### config.mk
export PLATFORM = sky130hd
export DESIGN_NAME = uart_rx
export DESIGN_NICKNAME = d
export VERILOG_FILES = /design/src/rtl/uart_pkg.sv /design/src/rtl/uart_rx_sync.sv /design/src/rtl/uart_rx.sv
export SDC_FILE = /design/constraint.sdc
export NUM_CORES = 1
export LEC_CHECK = 0
export BUFFER_PORTS_ARGS = -buffer_cell sky130_fd_sc_hd__buf_2
export CAP_MARGIN = 20
export CORE_ASPECT_RATIO = 1.4
export CORE_MARGIN = 2
export CORE_UTILIZATION = 53
export CTS_BUF_LIST = sky130_fd_sc_hd__clkbuf_4 sky130_fd_sc_hd__clkbuf_8
export DETAILED_ROUTE_END_ITERATION = 8
export HOLD_SLACK_MARGIN = 0.02
export PLACE_DENSITY_LB_ADDON = 0.2
export SKIP_CTS_REPAIR_TIMING = 1
export SYNTH_ARGS = -nofsm -noshare
export SYNTH_HDL_FRONTEND = slang
export SYNTH_SLANG_ARGS = --single-unit
### constraint.sdc
create_clock -name systemClock -period 2.2 [get_ports systemClock]
set_clock_uncertainty 0.15 [all_clocks]
set_input_delay 0.22 -clock systemClock [delete_from_list [all_inputs] [get_ports systemClock]]
set_output_delay 0.22 -clock systemClock [all_outputs]
set_load 0.01 [all_outputs]
### src/rtl/uart_pkg.sv
// Shared UART definitions for the receiver and transmitter.
// Holds the receiver state encoding, the data width and the default
// baud divisor. The optional even-parity build is selected with the
// UART_RX_PARITY_EN macro in the receiver itself.
package uart_pkg;

  localparam int UART_DATA_BITS      = 8;
  localparam int UART_CLOCKS_PER_BIT = 108;

  typedef enum logic [2:0] {
    UART_RX_IDLE      = 3'd0,
    UART_RX_START     = 3'd1,
    UART_RX_DATA      = 3'd2,
    UART_RX_PARITY    = 3'd3,
    UART_RX_STOP      = 3'd4,
    UART_RX_WAIT_HIGH = 3'd5
  } uart_rx_state_t;

  // Even parity of a data word: the parity bit that makes the total count of ones even
  function automatic logic evenParity(input logic [UART_DATA_BITS-1:0] dataWord);
    return ^dataWord;
  endfunction

endpackage

### src/rtl/uart_rx_sync.sv
// Two-flop synchroniser for an asynchronous single-bit input.
// Both flops preset to 1 so an idle-high serial line looks idle
// straight out of reset and no false start bit is seen.
module uart_rx_sync (
  input  logic systemClock,
  input  logic systemReset,
  input  logic asyncLine,
  output logic syncLine
);

  logic firstStage;

  // Shift the raw line through two flops to settle any metastability
  always_ff @(posedge systemClock or posedge systemReset) begin
    if (systemReset) begin
      firstStage <= 1'b1;
      syncLine   <= 1'b1;
    end else begin
      firstStage <= asyncLine;
      syncLine   <= firstStage;
    end
  end

endmodule

### src/rtl/uart_rx.sv
// UART receiver: 8 data bits, LSB first, one stop bit, fixed baud.
// The start bit is qualified at mid-bit and every later bit is sampled
// at its centre. Define UART_RX_PARITY_EN to add an even-parity bit
// between the data and stop bits; otherwise parityError is tied low.
module uart_rx
  import uart_pkg::*;
#(
  parameter int clocksPerBit = UART_CLOCKS_PER_BIT
) (
  input  logic                      systemClock,
  input  logic                      systemReset,
  input  logic                      serialDataInput,
  output logic [UART_DATA_BITS-1:0] receivedByte,
  output logic                      receiveDataValid,
  output logic                      isReceiveActive,
  output logic                      framingError,
  output logic                      parityError
);

  localparam logic [2:0] ST_IDLE      = UART_RX_IDLE;
  localparam logic [2:0] ST_START     = UART_RX_START;
  localparam logic [2:0] ST_DATA      = UART_RX_DATA;
  localparam logic [2:0] ST_STOP      = UART_RX_STOP;
  localparam logic [2:0] ST_WAIT_HIGH = UART_RX_WAIT_HIGH;
`ifdef UART_RX_PARITY_EN
  localparam logic [2:0] ST_PARITY    = UART_RX_PARITY;
  localparam logic [2:0] ST_AFTER_DATA = ST_PARITY;
`else
  localparam logic [2:0] ST_AFTER_DATA = ST_STOP;
`endif

  localparam logic [15:0] HALF_COUNT = 16'((clocksPerBit - 1) / 2);
  localparam logic [15:0] FULL_COUNT = 16'(clocksPerBit - 1);
  localparam logic [2:0]  LAST_INDEX = 3'(UART_DATA_BITS - 1);

  logic                      rxSync;
  logic [2:0]                state;
  logic [15:0]               bitCounter;
  logic [2:0]                bitIndex;
  logic [UART_DATA_BITS-1:0] shiftBuffer;
`ifdef UART_RX_PARITY_EN
  logic                      parityMismatch;
`endif

  uart_rx_sync lineSync (
    .systemClock (systemClock),
    .systemReset (systemReset),
    .asyncLine   (serialDataInput),
    .syncLine    (rxSync)
  );

  // Frame FSM: qualifies the start bit, samples each bit at its centre and raises one-cycle result strobes
  always_ff @(posedge systemClock or posedge systemReset) begin
    if (systemReset) begin
      state            <= ST_IDLE;
      bitCounter       <= 16'd0;
      bitIndex         <= 3'd0;
      shiftBuffer      <= '0;
      receivedByte     <= '0;
      receiveDataValid <= 1'b0;
      isReceiveActive  <= 1'b0;
      framingError     <= 1'b0;
`ifdef UART_RX_PARITY_EN
      parityError      <= 1'b0;
      parityMismatch   <= 1'b0;
`endif
    end else begin
      receiveDataValid <= 1'b0;
      framingError     <= 1'b0;
`ifdef UART_RX_PARITY_EN
      parityError      <= 1'b0;
`endif
      case (state)
        ST_IDLE: begin
          bitCounter <= 16'd0;
          bitIndex   <= 3'd0;
`ifdef UART_RX_PARITY_EN
          parityMismatch <= 1'b0;
`endif
          if (!rxSync) begin
            state <= ST_START;
          end
        end

        ST_START: begin
          if (bitCounter == HALF_COUNT) begin
            bitCounter <= 16'd0;
            if (!rxSync) begin
              state           <= ST_DATA;
              isReceiveActive <= 1'b1;
            end else begin
              state <= ST_IDLE;
            end
          end else begin
            bitCounter <= bitCounter + 16'd1;
          end
        end

        ST_DATA: begin
          if (bitCounter == FULL_COUNT) begin
            bitCounter            <= 16'd0;
            shiftBuffer[bitIndex] <= rxSync;
            if (bitIndex == LAST_INDEX) begin
              bitIndex <= 3'd0;
              state    <= ST_AFTER_DATA;
            end else begin
              bitIndex <= bitIndex + 3'd1;
            end
          end else begin
            bitCounter <= bitCounter + 16'd1;
          end
        end

`ifdef UART_RX_PARITY_EN
        ST_PARITY: begin
          if (bitCounter == FULL_COUNT) begin
            bitCounter     <= 16'd0;
            parityMismatch <= (rxSync != evenParity(shiftBuffer));
            state          <= ST_STOP;
          end else begin
            bitCounter <= bitCounter + 16'd1;
          end
        end
`endif

        ST_STOP: begin
          if (bitCounter == FULL_COUNT) begin
            bitCounter      <= 16'd0;
            isReceiveActive <= 1'b0;
            if (rxSync) begin
              state <= ST_IDLE;
`ifdef UART_RX_PARITY_EN
              if (parityMismatch) begin
                parityError <= 1'b1;
              end else begin
                receivedByte     <= shiftBuffer;
                receiveDataValid <= 1'b1;
              end
`else
              receivedByte     <= shiftBuffer;
              receiveDataValid <= 1'b1;
`endif
            end else begin
              framingError <= 1'b1;
              state        <= ST_WAIT_HIGH;
            end
          end else begin
            bitCounter <= bitCounter + 16'd1;
          end
        end

        ST_WAIT_HIGH: begin
          if (rxSync) begin
            state <= ST_IDLE;
          end
        end

        default: begin
          state           <= ST_IDLE;
          bitCounter      <= 16'd0;
          bitIndex        <= 3'd0;
          isReceiveActive <= 1'b0;
        end
      endcase
    end
  end

`ifndef UART_RX_PARITY_EN
  assign parityError = 1'b0;
`endif

endmodule

Yosys cells after proc, flatten, opt, wreduce, memory -nomap -nowiden
Index checks and enable logic that the tools add are counted.
{"block": "word_totals", "ram_bits": 0, "regBits": 43, "mem_bits_ro": 0, "n_memories": 0, "latchBits": 0}
{"block": "op_classes", "n_eq_ne": 14, "n_div": 0, "reduce_logical": 10, "bitwise_logic": 2, "add_sub_neg": 2, "n_mux": 28, "mul": 0, "shifts": 0, "n_lt_le_gt_ge": 2}
{"op": "one-hot mux 16 bit (3 select lines)", "n": 1}
{"op": "2-to-1 mux 16 bit", "n": 2}
{"op": "2-to-1 mux 3 bit", "n": 9}
{"op": "adder 16 x 1 -> 16 bit (second input constant)", "n": 1}
{"op": "equality test 16 x 6 -> 1 bit (second input constant)", "n": 1}
{"op": "equality test 16 x 7 -> 1 bit (second input constant)", "n": 1}
{"op": "one-hot mux 3 bit (5 select lines)", "n": 1}
{"op": "inequality test 2 bit (second input constant)", "n": 6}
{"op": "2-to-1 mux 1 bit", "n": 10}
{"op": "equality test 3 bit (second input constant)", "n": 3}
{"op": "bitwise mux 8 bit", "n": 1}
{"op": "one-hot mux 3 bit (2 select lines)", "n": 1}
{"op": "AND reduction 6 bit", "n": 1}
{"op": "OR reduction 3 bit", "n": 2}
{"op": "< comparator 3 x 4 -> 1 bit (second input constant)", "n": 1}
{"op": "AND reduction 2 bit", "n": 2}
{"op": "AND reduction 4 bit", "n": 1}
{"op": "adder 3 x 1 -> 3 bit (second input constant)", "n": 1}
{"op": "demux 1 bit (select 3 bit)", "n": 1}
{"op": "equality test 3 x 1 -> 1 bit (second input constant)", "n": 1}
{"op": "equality test 3 x 2 -> 1 bit (second input constant)", "n": 1}
{"op": ">= comparator 3 x 1 -> 1 bit (second input constant)", "n": 1}
{"op": "logical NOT 3 bit", "n": 1}
{"op": "one-hot mux 1 bit (3 select lines)", "n": 1}
{"op": "other kinds (6)", "n": 7}

Longest topological paths before layout
Gate-level depths: netlist (run 1).
{"block": "depth", "depth_word": 5, "ltp_mapped": 8, "ltp_nobuf": 7}

By module
Synthesis (run 1) repeated with hierarchy kept, for this count alone.
{"block": "hier_totals", "cells_unflattened": 211, "hier_area_um2": 2245.9}
{"mod": "uart_rx", "instances": 1, "area_each_um2": 2189.6, "cells_per_inst": 208}
{"mod": "uart_rx_sync", "instances": 1, "area_each_um2": 56.3, "cells_per_inst": 3}

Worst setup path after synthesis (run 1)
OpenSTA, ideal clock, no wires.
{"block": "synth_path", "path_type": "register -> register", "from": "register bitCounter[0]", "to": "register shiftBuffer[6]", "stages_incl_launch_ff": 7, "setup_slack_ns": -0.048, "period_less_slack_ns": 2.248, "arrival_time_ns": 1.973, "setup_time_ns": 0.125, "required_ns": 1.925, "n_path_buf": 0, "path_cell_list": "dfrtp_1 -> ha_1 -> nor4bb_1 -> nor4b_2 -> nand4_1 -> nor3b_1 -> mux2_2"}
{"block": "synth_via", "elab_chain_cells": 2}
{"element": "from (decl)", "line": "uart_rx.sv:38", "source": "logic [15:0] bitCounter;"}
{"element": "from (signal assigned)", "line": "uart_rx.sv:95", "source": "bitCounter <= bitCounter + 16'd1;"}
{"element": "from (signal assigned)", "line": "uart_rx.sv:110", "source": "bitCounter <= bitCounter + 16'd1;"}
{"element": "from (signal assigned)", "line": "uart_rx.sv:148", "source": "bitCounter <= bitCounter + 16'd1;"}
{"element": "equality test 16 x 7 -> 1 bit", "line": "uart_rx.sv:100", "source": "if (bitCounter == FULL_COUNT) begin"}
{"element": "AND reduction 2 bit (no source line)"}
{"element": "to (signal, indexed assignment)", "line": "uart_rx.sv:102", "source": "shiftBuffer[bitIndex] <= rxSync;"}
{"element": "to (decl)", "line": "uart_rx.sv:40", "source": "logic [UART_DATA_BITS-1:0] shiftBuffer;"}
Every way passes these cells.
A chain may end at the register's enable or synchronous reset.

Worst setup path in the final report (run 1)
{"block": "layout_path", "from": "register bitCounter[12]", "to": "register bitCounter[15]"}
{"block": "layout_via", "elab_chain_cells": 3, "word_cells_on_any_way": 6, "classes_between": "add/sub: 1; eq/ne: 2; mux: 3"}
{"element": "adder 16 x 1 -> 16 bit, or another cell as far along", "line": "uart_rx.sv:95, uart_rx.sv:110, uart_rx.sv:148"}
{"element": "2-to-1 mux 16 bit, on equally long branches", "line": "uart_rx.sv:100, uart_rx.sv:127, uart_rx.sv:86"}
{"element": "one-hot mux 16 bit (3 select lines) *", "line": "uart_rx.sv:73", "source": "case (state)"}
Every way passes the cells marked *; elsewhere a longest branch is shown, timed or not.

==> flow_summary.ini, run 1 <==
[min_path]
holdPathEnd = lineSync.syncLine$_DFF_PP1_
holdCritPathClass = reg2reg
min_from = lineSync.firstStage$_DFF_PP1_
hold_depth = 0

[timing]
fin_ws_ns = -0.1083
min_period_ns = 2.308
period_share = 1.049
hold_slack_ns = 0.2062
setup_viol_count_final = 12
finalHoldViolCount = 0
max_freq_ghz = 0.4332
slew_viol_final = 0
slew_headroom = 0.6514
timing.setup.tns_ns = -0.3045
rsz0062_at_grt = true
tightestPinTransition_ns = 0.5228

[setup_path]
crit_arrival_ns = 2.34
worstSetupPathType = reg2reg
ff2ff_setup_slack_ns = -0.11
max_stage_delay_ns = 0.55
cp-end-kind = flip-flop
cp_top_family = simple AND/OR/NAND/NOR gates
cp.required_ns = 2.23
crit_buf_inv = 1
cp_max_fo = 8
r2r-start = bitCounter[12]$_DFFE_PP0N_
crit_chain = or4_4, or3_4, a221oi_4, buf_4, nand3b_1, nand3_1
slowest_stage = or4_4
cp-start-kind = flip-flop
r2r-end = bitCounter[15]$_DFFE_PP0N_
rr_worst_depth = 6

[routing]
drt_pass1_iterations = 4
drt_wl_total_mm = 4.518
vias = 1672
drtIter0Drc = 72
antenna_left = 0
drc_errors = 0
wl_per_cell_um = 15.42
via_per_inst = 5.706

[floorplanning]
start_util = 0.5530
dieArea_mm2 = 0.004661
ios = 15
core_mm2 = 0.003953
die_w_um = 58.28
die_y_um = 79.99
rows = 27

[cts]
cts_root_buffer = clkbuf_8
cts.sinks = 43
cts_buffers = 5
cts_tree = done
cts_max_level = 2
path_clk_slew_ns = 0.07
insertion_delay_ns = 0.29
clock_path_buffers = 2

[placed_design]
pre_cts_ws_ns = -0.1208
dpl.hpwl_mm = 3.271
port_buffers = 13
dp_cells = 279
place_congestion = 0.8043
place_area_mm2 = 0.002460

[yosys]
async_reset_ff_frac = 1.000
yosysUniqueCellTypes = 44
syn_area_mm2 = 0.002186
synth_area_leaders = dfrtp_1, mux2_2, nor2_1
yosysWarnings = 0
synth-seq-area-share = 0.4934
synthesis.nets = 214
yosysTopAreaCell = dfrtp_1
synth.avg_cell_area_um2 = 10.56
syn_inst = 207
synth_seq_cells = 43
yosys.area.top_type_share = 0.4694
synth_edf_count = 0
yosys_most_used_dff = dfrtp_1

[global_route]
grt_max_degree = 44
track_usage = 0.2127
grt-ovfl-total = 0
grt_pass1_wl_mm = 7.396
antenna_found_initial = 0
grt_pass1_vias = 1604

[power_and_ir_drop]
p_switching_mw = 0.2677
pwr-share-clk = 0.377
internal_power_mw = 1.046
finalPower_mw = 1.313
netSwitchingFraction = 0.2038
seqPwrFrac = 0.607
pwr-share-comb = 0.016
p_per_area_mw_per_mm2 = 486.2
p_leak_nw = 1.273
peakVddDrop_mv = 0.4347

[cells_and_area]
layout.nets = 256
final_common_cell = dfrtp_1
area_delta_synth_final_pct = 23.58
fin_cells = 293
fin_util = 0.6834
fin_area_mm2 = 0.002701
final_cell_mix = dfrtp_1, buf_4, nor2_1
drive_gt1_frac = 0.3640
n_antenna_cell = 0

[run_status]
outcome = complete, but fails checks
violations = setup timing

[job]
maxCapViolCount = 0
==> worst register-to-register path: stages (launching register included) <==
cell and delay, ns:
dfrtp_1 0.38, or4_4 0.55, or3_4 0.36, a221oi_4 0.40, buf_4 0.19, nand3b_1 0.10
nand3_1 0.07
==> area by class of cell <==
type,instances,area [µm²]
Timing Repair Buffer,44,310.3
Fill cell,310,1251
Clock inverter,1,5.005
Sequential cell,43,1080
Clock buffer,7,83.83
Tap cell,43,53.80
Multi-Input combinational cell,151,1154
Inverter,4,15.01
==> cells by family after synthesis <==
logic type	Yosys count	synth area share
other cells	1	0.001716
buf+inv	13	0.02461
xor+xnor	13	0.05209
flops	43	0.4934
simple gates	96	0.2524
fa+ha+maj	4	0.02290
compound gates	21	0.07040
mux	16	0.08243
==> synth_stat cells (2+ instances only) <==
library cell and instances:
ha_1 4, or3_1 4, and2_1 3, nor4_1 2, mux2_2 16, a32o_1 2
nand3b_1 4, dfrtp_1 41, nor4bb_1 2, nand3_1 8, and3_1 2, or2_2 2
xnor2_1 9, nor2_1 24, nand2_1 16, clkbuf_1 7, o22ai_1 3, o21ai_0 7
nand4_1 5, inv_1 4, dfstp_2 2, xor2_1 4, and4_1 3, a21o_1 2
a21oi_1 3, nor3b_1 5, or4bb_1 2, nor3_1 4, nor2b_1 2
==> how the worst max path moves through the flow <==
stage	startpoint	endpoint	slack, ns	depth (start not counted)
6_report	bitCounter[12]$_DFFE_PP0N_	bitCounter[15]$_DFFE_PP0N_	-0.11	6
5_1_grt	bitCounter[1]$_DFFE_PP0N_	bitCounter[3]$_DFFE_PP0N_	-0.20	9
4_1_cts	bitCounter[1]$_DFFE_PP0N_	shiftBuffer[5]$_DFFE_PP0P_	-0.15	7
3_5_place_dp	bitCounter[12]$_DFFE_PP0N_	state[2]$_DFFE_PP0P_	-0.12	5
3_3_place_gp	bitCounter[1]$_DFFE_PP0N_	shiftBuffer[5]$_DFFE_PP0P_	-0.07	7
2_1_floorplan	bitCounter[7]$_DFFE_PP0N_	shiftBuffer[6]$_DFFE_PP0P_	0.001	5
==> per-layer routing <==
layer,global-route usage,routed length [µm]
met3,0.03890,151
met4,0.08372,113
met1,0.2258,1712
met2,0.4000,2540
met5,0,0
==> state kept, by name, summed over array words and instances, names as in the netlist, 3 cells and up <==
signal and cells:
bitIndex 3, shiftBuffer 8, bitCounter 16, receivedByte 8, state 3
==> power by group through the flow <==
stage                     clock, mW  sequential, mW  combinational (mW)
after floorplan                   0           0.810              0.0156
after global placement            0           0.812              0.0192
after detailed placement          0           0.813              0.0194
after CTS                     0.505           0.797              0.0195
after global routing          0.530           0.798              0.0253
final                         0.495           0.797              0.0212
No activity file was read; power rests on OpenSTA's default activity.
==> inputs of run 2 (changes only) <==
RECOVER_POWER = 25   (was not set)
==> run 2 against run 1 <==
  * The run still ends with setup timing left
  * Die area stayed put
  * First-iteration DRC count stayed put
  * Flip-flop and latch count stayed put
  * Clock power hardly changed
  * Global-route usage stayed put
  * Combinational power is 3% lower
  * Sequential share of layout area is 0.24 points higher
  * Register-to-register slack hardly changed
  * Routed wire length is 0.18% higher
  * Sequential power hardly changed
  * Worst setup slack stayed put
  * Critical endpoint unchanged
==> flow_summary.ini, run 2 (same netlist as run 1, synthesis figures left out) <==
[run_status]
outcome = complete, but fails checks
violations = setup timing

[setup_path]
rr_worst_depth = 6
cp_top_family = simple AND/OR/NAND/NOR gates
r2r-start = bitCounter[12]$_DFFE_PP0N_
max_stage_delay_ns = 0.55
crit_buf_inv = 1
cp-end-kind = flip-flop
ff2ff_setup_slack_ns = -0.11
cp.required_ns = 2.23
crit_chain = or4_4, or3_4, a221oi_4, buf_4, nand3b_1, nand3_1
worstSetupPathType = reg2reg
cp_max_fo = 8
slowest_stage = or4_4
r2r-end = bitCounter[15]$_DFFE_PP0N_
cp-start-kind = flip-flop
crit_arrival_ns = 2.34

[floorplanning]
rows = 27
start_util = 0.5530
core_mm2 = 0.003953
ios = 15
die_w_um = 58.28
dieArea_mm2 = 0.004661
die_y_um = 79.99

[min_path]
hold_depth = 0
holdCritPathClass = reg2reg
min_from = lineSync.firstStage$_DFF_PP1_
holdPathEnd = lineSync.syncLine$_DFF_PP1_

[cells_and_area]
fin_util = 0.6793
layout.nets = 256
drive_gt1_frac = 0.3200
regMostFlops = bitCounter
fin_cells = 293
largest_reg_flops = 16
largestRegisters = bitCounter: 16 flops, receivedByte: 8 flops, shiftBuffer: 8 flops
area_delta_synth_final_pct = 22.84
final_cell_mix = dfrtp_1, buf_4, nor2_1
n_antenna_cell = 0
final_common_cell = dfrtp_1
fin_area_mm2 = 0.002685

[power_and_ir_drop]
peakVddDrop_mv = 0.4347
p_leak_nw = 1.224
finalPower_mw = 1.313
p_per_area_mw_per_mm2 = 488.9

[placed_design]
port_buffers = 13
place_congestion = 0.8043
pre_cts_ws_ns = -0.1208
dp_cells = 279
place_area_mm2 = 0.002460
dpl.hpwl_mm = 3.271

[routing]
drc_errors = 0
via_per_inst = 5.713
drt_pass1_iterations = 4
drt_wl_total_mm = 4.526
antenna_left = 0
vias = 1674
drtIter0Drc = 72
wl_per_cell_um = 15.45

[timing]
timing.setup.tns_ns = -0.3006
min_period_ns = 2.308
slew_headroom = 0.3161
slew_viol_final = 0
setup_viol_count_final = 12
tightestPinTransition_ns = 1.026
rsz0062_at_grt = true
hold_slack_ns = 0.2062
fin_ws_ns = -0.1083
finalHoldViolCount = 0
max_freq_ghz = 0.4332
period_share = 1.049

[global_route]
grt_pass1_vias = 1604
antenna_found_initial = 0
grt_max_degree = 44
grt-ovfl-total = 0
grt_pass1_wl_mm = 7.396
track_usage = 0.2127

[cts]
path_clk_slew_ns = 0.07
clock_path_buffers = 2
cts_root_buffer = clkbuf_8
insertion_delay_ns = 0.29
cts_buffers = 5
cts_tree = done
cts_max_level = 2
cts.sinks = 43

[job]
maxCapViolCount = 0
-- run 2: worst max-delay path by stage --
stage                          startpoint                          to  slack (ns)  cells past startpoint
2_1_floorplan   bitCounter[7]$_DFFE_PP0N_  shiftBuffer[6]$_DFFE_PP0P_       0.001                      5
3_3_place_gp    bitCounter[1]$_DFFE_PP0N_  shiftBuffer[5]$_DFFE_PP0P_       -0.07                      7
3_5_place_dp   bitCounter[12]$_DFFE_PP0N_        state[2]$_DFFE_PP0P_       -0.12                      5
4_1_cts         bitCounter[1]$_DFFE_PP0N_  shiftBuffer[5]$_DFFE_PP0P_       -0.15                      7
5_1_grt         bitCounter[1]$_DFFE_PP0N_   bitCounter[3]$_DFFE_PP0N_       -0.20                      9
6_report       bitCounter[12]$_DFFE_PP0N_  bitCounter[15]$_DFFE_PP0N_       -0.11                      6
-- run 2: final cells by class --
cell class	instances	area, µm²
Tap cell	43	53.80
Inverter	4	15.01
Timing Repair Buffer	44	294.0
Fill cell	315	1267
Sequential cell	43	1080
Clock inverter	1	5.005
Clock buffer	7	83.83
Multi-Input combinational cell	151	1154
-- run 2: routing by layer --
layer	GRT usage	part of all wire
met1	0.2258	0.38
met2	0.4000	0.56
met3	0.03890	0.036
met4	0.08372	0.026
met5	0	0
-- run 2: power by group --
part	internal, mW	switching, mW	leakage (nW)	total, mW
Sequential	0.793	0.00394	0.577	0.797
Combinational	0.00446	0.0161	0.597	0.0206
Clock	0.247	0.248	0.0491	0.495
==> inputs of run 3 (changes only) <==
PLACE_DENSITY = 0.82   (was not set)
PLACE_DENSITY_LB_ADDON = not set   (was 0.2)
clock period = 2.5 ns   (was 2.2 ns; I/O delays follow)
==> run 3 against run 2 <==
  * The run now ends clean
  * Register-to-register slack improved by 0.23 ns
  * Worst hold slack improved by 0.0069 ns
  * Flip-flop and latch count unchanged
  * Non-clock buffer count fell by 15
  * Die area unchanged
  * Critical path type unchanged
  * Largest cell class unchanged
  * Largest power group unchanged
  * Highest routed layer unchanged
==> flow_summary.ini, run 3 (same netlist as run 1, synthesis figures left out) <==
[cells_and_area]
n_antenna_cell = 0
drive_gt1_frac = 0.2340
largestRegisters = bitCounter: 16 flops, receivedByte: 8 flops, shiftBuffer: 8 flops
final_cell_mix = dfrtp_1, nor2_1, nand2_1, mux2_2, buf_4
largest_reg_flops = 16
final_common_cell = dfrtp_1
area_delta_synth_final_pct = 14.08
n_fill_cell = 323
regMostFlops = bitCounter
fin_cells = 278
layout.nets = 241
fin_area_mm2 = 0.002494

[placed_design]
dp_cells = 268
pre_cts_ws_ns = 0.06667
place_congestion = 0.8534
dpl.hpwl_mm = 2.955
port_buffers = 13
place_area_mm2 = 0.002371

[timing]
slew_viol_final = 0
period_share = 0.9499
min_period_ns = 2.375
setup_viol_count_final = 0
slew_headroom = 0.3005
max_freq_ghz = 0.4211
finalHoldViolCount = 0
hold_slack_ns = 0.2131
timing.setup.tns_ns = 0
fin_ws_ns = 0.1252
tightestPinTransition_ns = 1.049

[floorplanning]
rows = 27
die_w_um = 58.28
start_util = 0.5530
die_y_um = 79.99
core_mm2 = 0.003953
ios = 15
dieArea_mm2 = 0.004661

[cts]
cts.sinks = 43
clock_path_buffers = 2
cts_root_buffer = clkbuf_8
cts_tree = done
path_clk_slew_ns = 0.08
cts_max_level = 2
cts_buffers = 5
insertion_delay_ns = 0.30

[setup_path]
cp.required_ns = 2.54
cp-start-kind = flip-flop
crit_arrival_ns = 2.42
cp_max_fo = 5
worstSetupPathType = reg2reg
cp-end-kind = flip-flop

[job]
maxCapViolCount = 0

[global_route]
antenna_found_initial = 0
grt_max_degree = 44
track_usage = 0.2033
grt_pass1_vias = 1526
grt_pass1_wl_mm = 7.100
grt-ovfl-total = 0

[run_status]
outcome = completed

[min_path]
holdCritPathClass = reg2reg

[power_and_ir_drop]
p_switching_mw = 0.2607
p_per_area_mw_per_mm2 = 468.6
pwr-share-comb = 0.016
seqPwrFrac = 0.600
internal_power_mw = 0.9079
peakVddDrop_mv = 0.4549
pwr-share-clk = 0.384
netSwitchingFraction = 0.2231
p_leak_nw = 1.135

[routing]
drtIter0Drc = 36
drt_wl_total_mm = 4.292
vias = 1621
wl_per_cell_um = 15.44
drc_errors = 0
drt_pass1_iterations = 4
via_per_inst = 5.831
antenna_left = 0
-- run 3: worst paths after layout --
check / end / start / cells past startpoint / slack [ns]
hold / removal: lineSync.syncLine$_DFF_PP1_ / lineSync.firstStage$_DFF_PP1_ / 0 / 0.21
max in group asynchronous: bitCounter[1]$_DFFE_PP0N_ / systemReset / 4 / 0.89
setup / recovery: shiftBuffer[6]$_DFFE_PP0P_ / bitCounter[7]$_DFFE_PP0N_ / 5 / 0.13
min in group asynchronous: shiftBuffer[1]$_DFFE_PP0P_ / systemReset / 4 / 0.66
setup reg to reg: shiftBuffer[6]$_DFFE_PP0P_ / bitCounter[7]$_DFFE_PP0N_ / 5 / 0.13
hold reg to reg: lineSync.syncLine$_DFF_PP1_ / lineSync.firstStage$_DFF_PP1_ / 0 / 0.21
-- run 3: critical path, cell delays in order, from the launching register on --
cell and delay (ns):
dfrtp_1 0.42, or3_1 0.49, nor4b_4 0.36, nand4_1 0.23, nor3b_1 0.26, mux2_2 0.35
-- run 3: cell type report --
type                            count  area (µm²)  area share
Clock buffer                        6       76.32     0.03061
Clock inverter                      2       12.51    0.005018
Inverter                            4       15.01    0.006021
Multi-Input combinational cell    151        1082      0.4340
Sequential cell                    43        1079      0.4325
Tap cell                           43       53.80     0.02158
Timing Repair Buffer               29       175.2     0.07025
-- run 3: per-stage QoR --
| stage | util | power [mW] |
|---|---|---|
| after floorplan | - | 0.7262 |
| after global placement | 0.5999 | 0.7321 |
| after detailed placement | 0.5999 | 0.7327 |
| after CTS | 0.6223 | 1.168 |
| after global routing | 0.6309 | 1.202 |
| final | 0.6309 | 1.169 |
-- run 3: power by group through the flow --
stage	Sequential [mW]	Clock (mW)	Combinational [mW]
3_3_place_gp	0.715	0	0.0172
4_1_cts	0.701	0.449	0.0176
6_report	0.701	0.449	0.0184
3_5_place_dp	0.715	0	0.0175
5_1_grt	0.702	0.479	0.0216
2_1_floorplan	0.712	0	0.0137
-- run 3: layer usage --
metal	up-vias	GRT usage	wire, µm
met2	30	0.3517	2267
met5	-	0	0
met4	0	0.09302	110
met1	795	0.2302	1783
li1	786	-	-
met3	10	0.05024	130
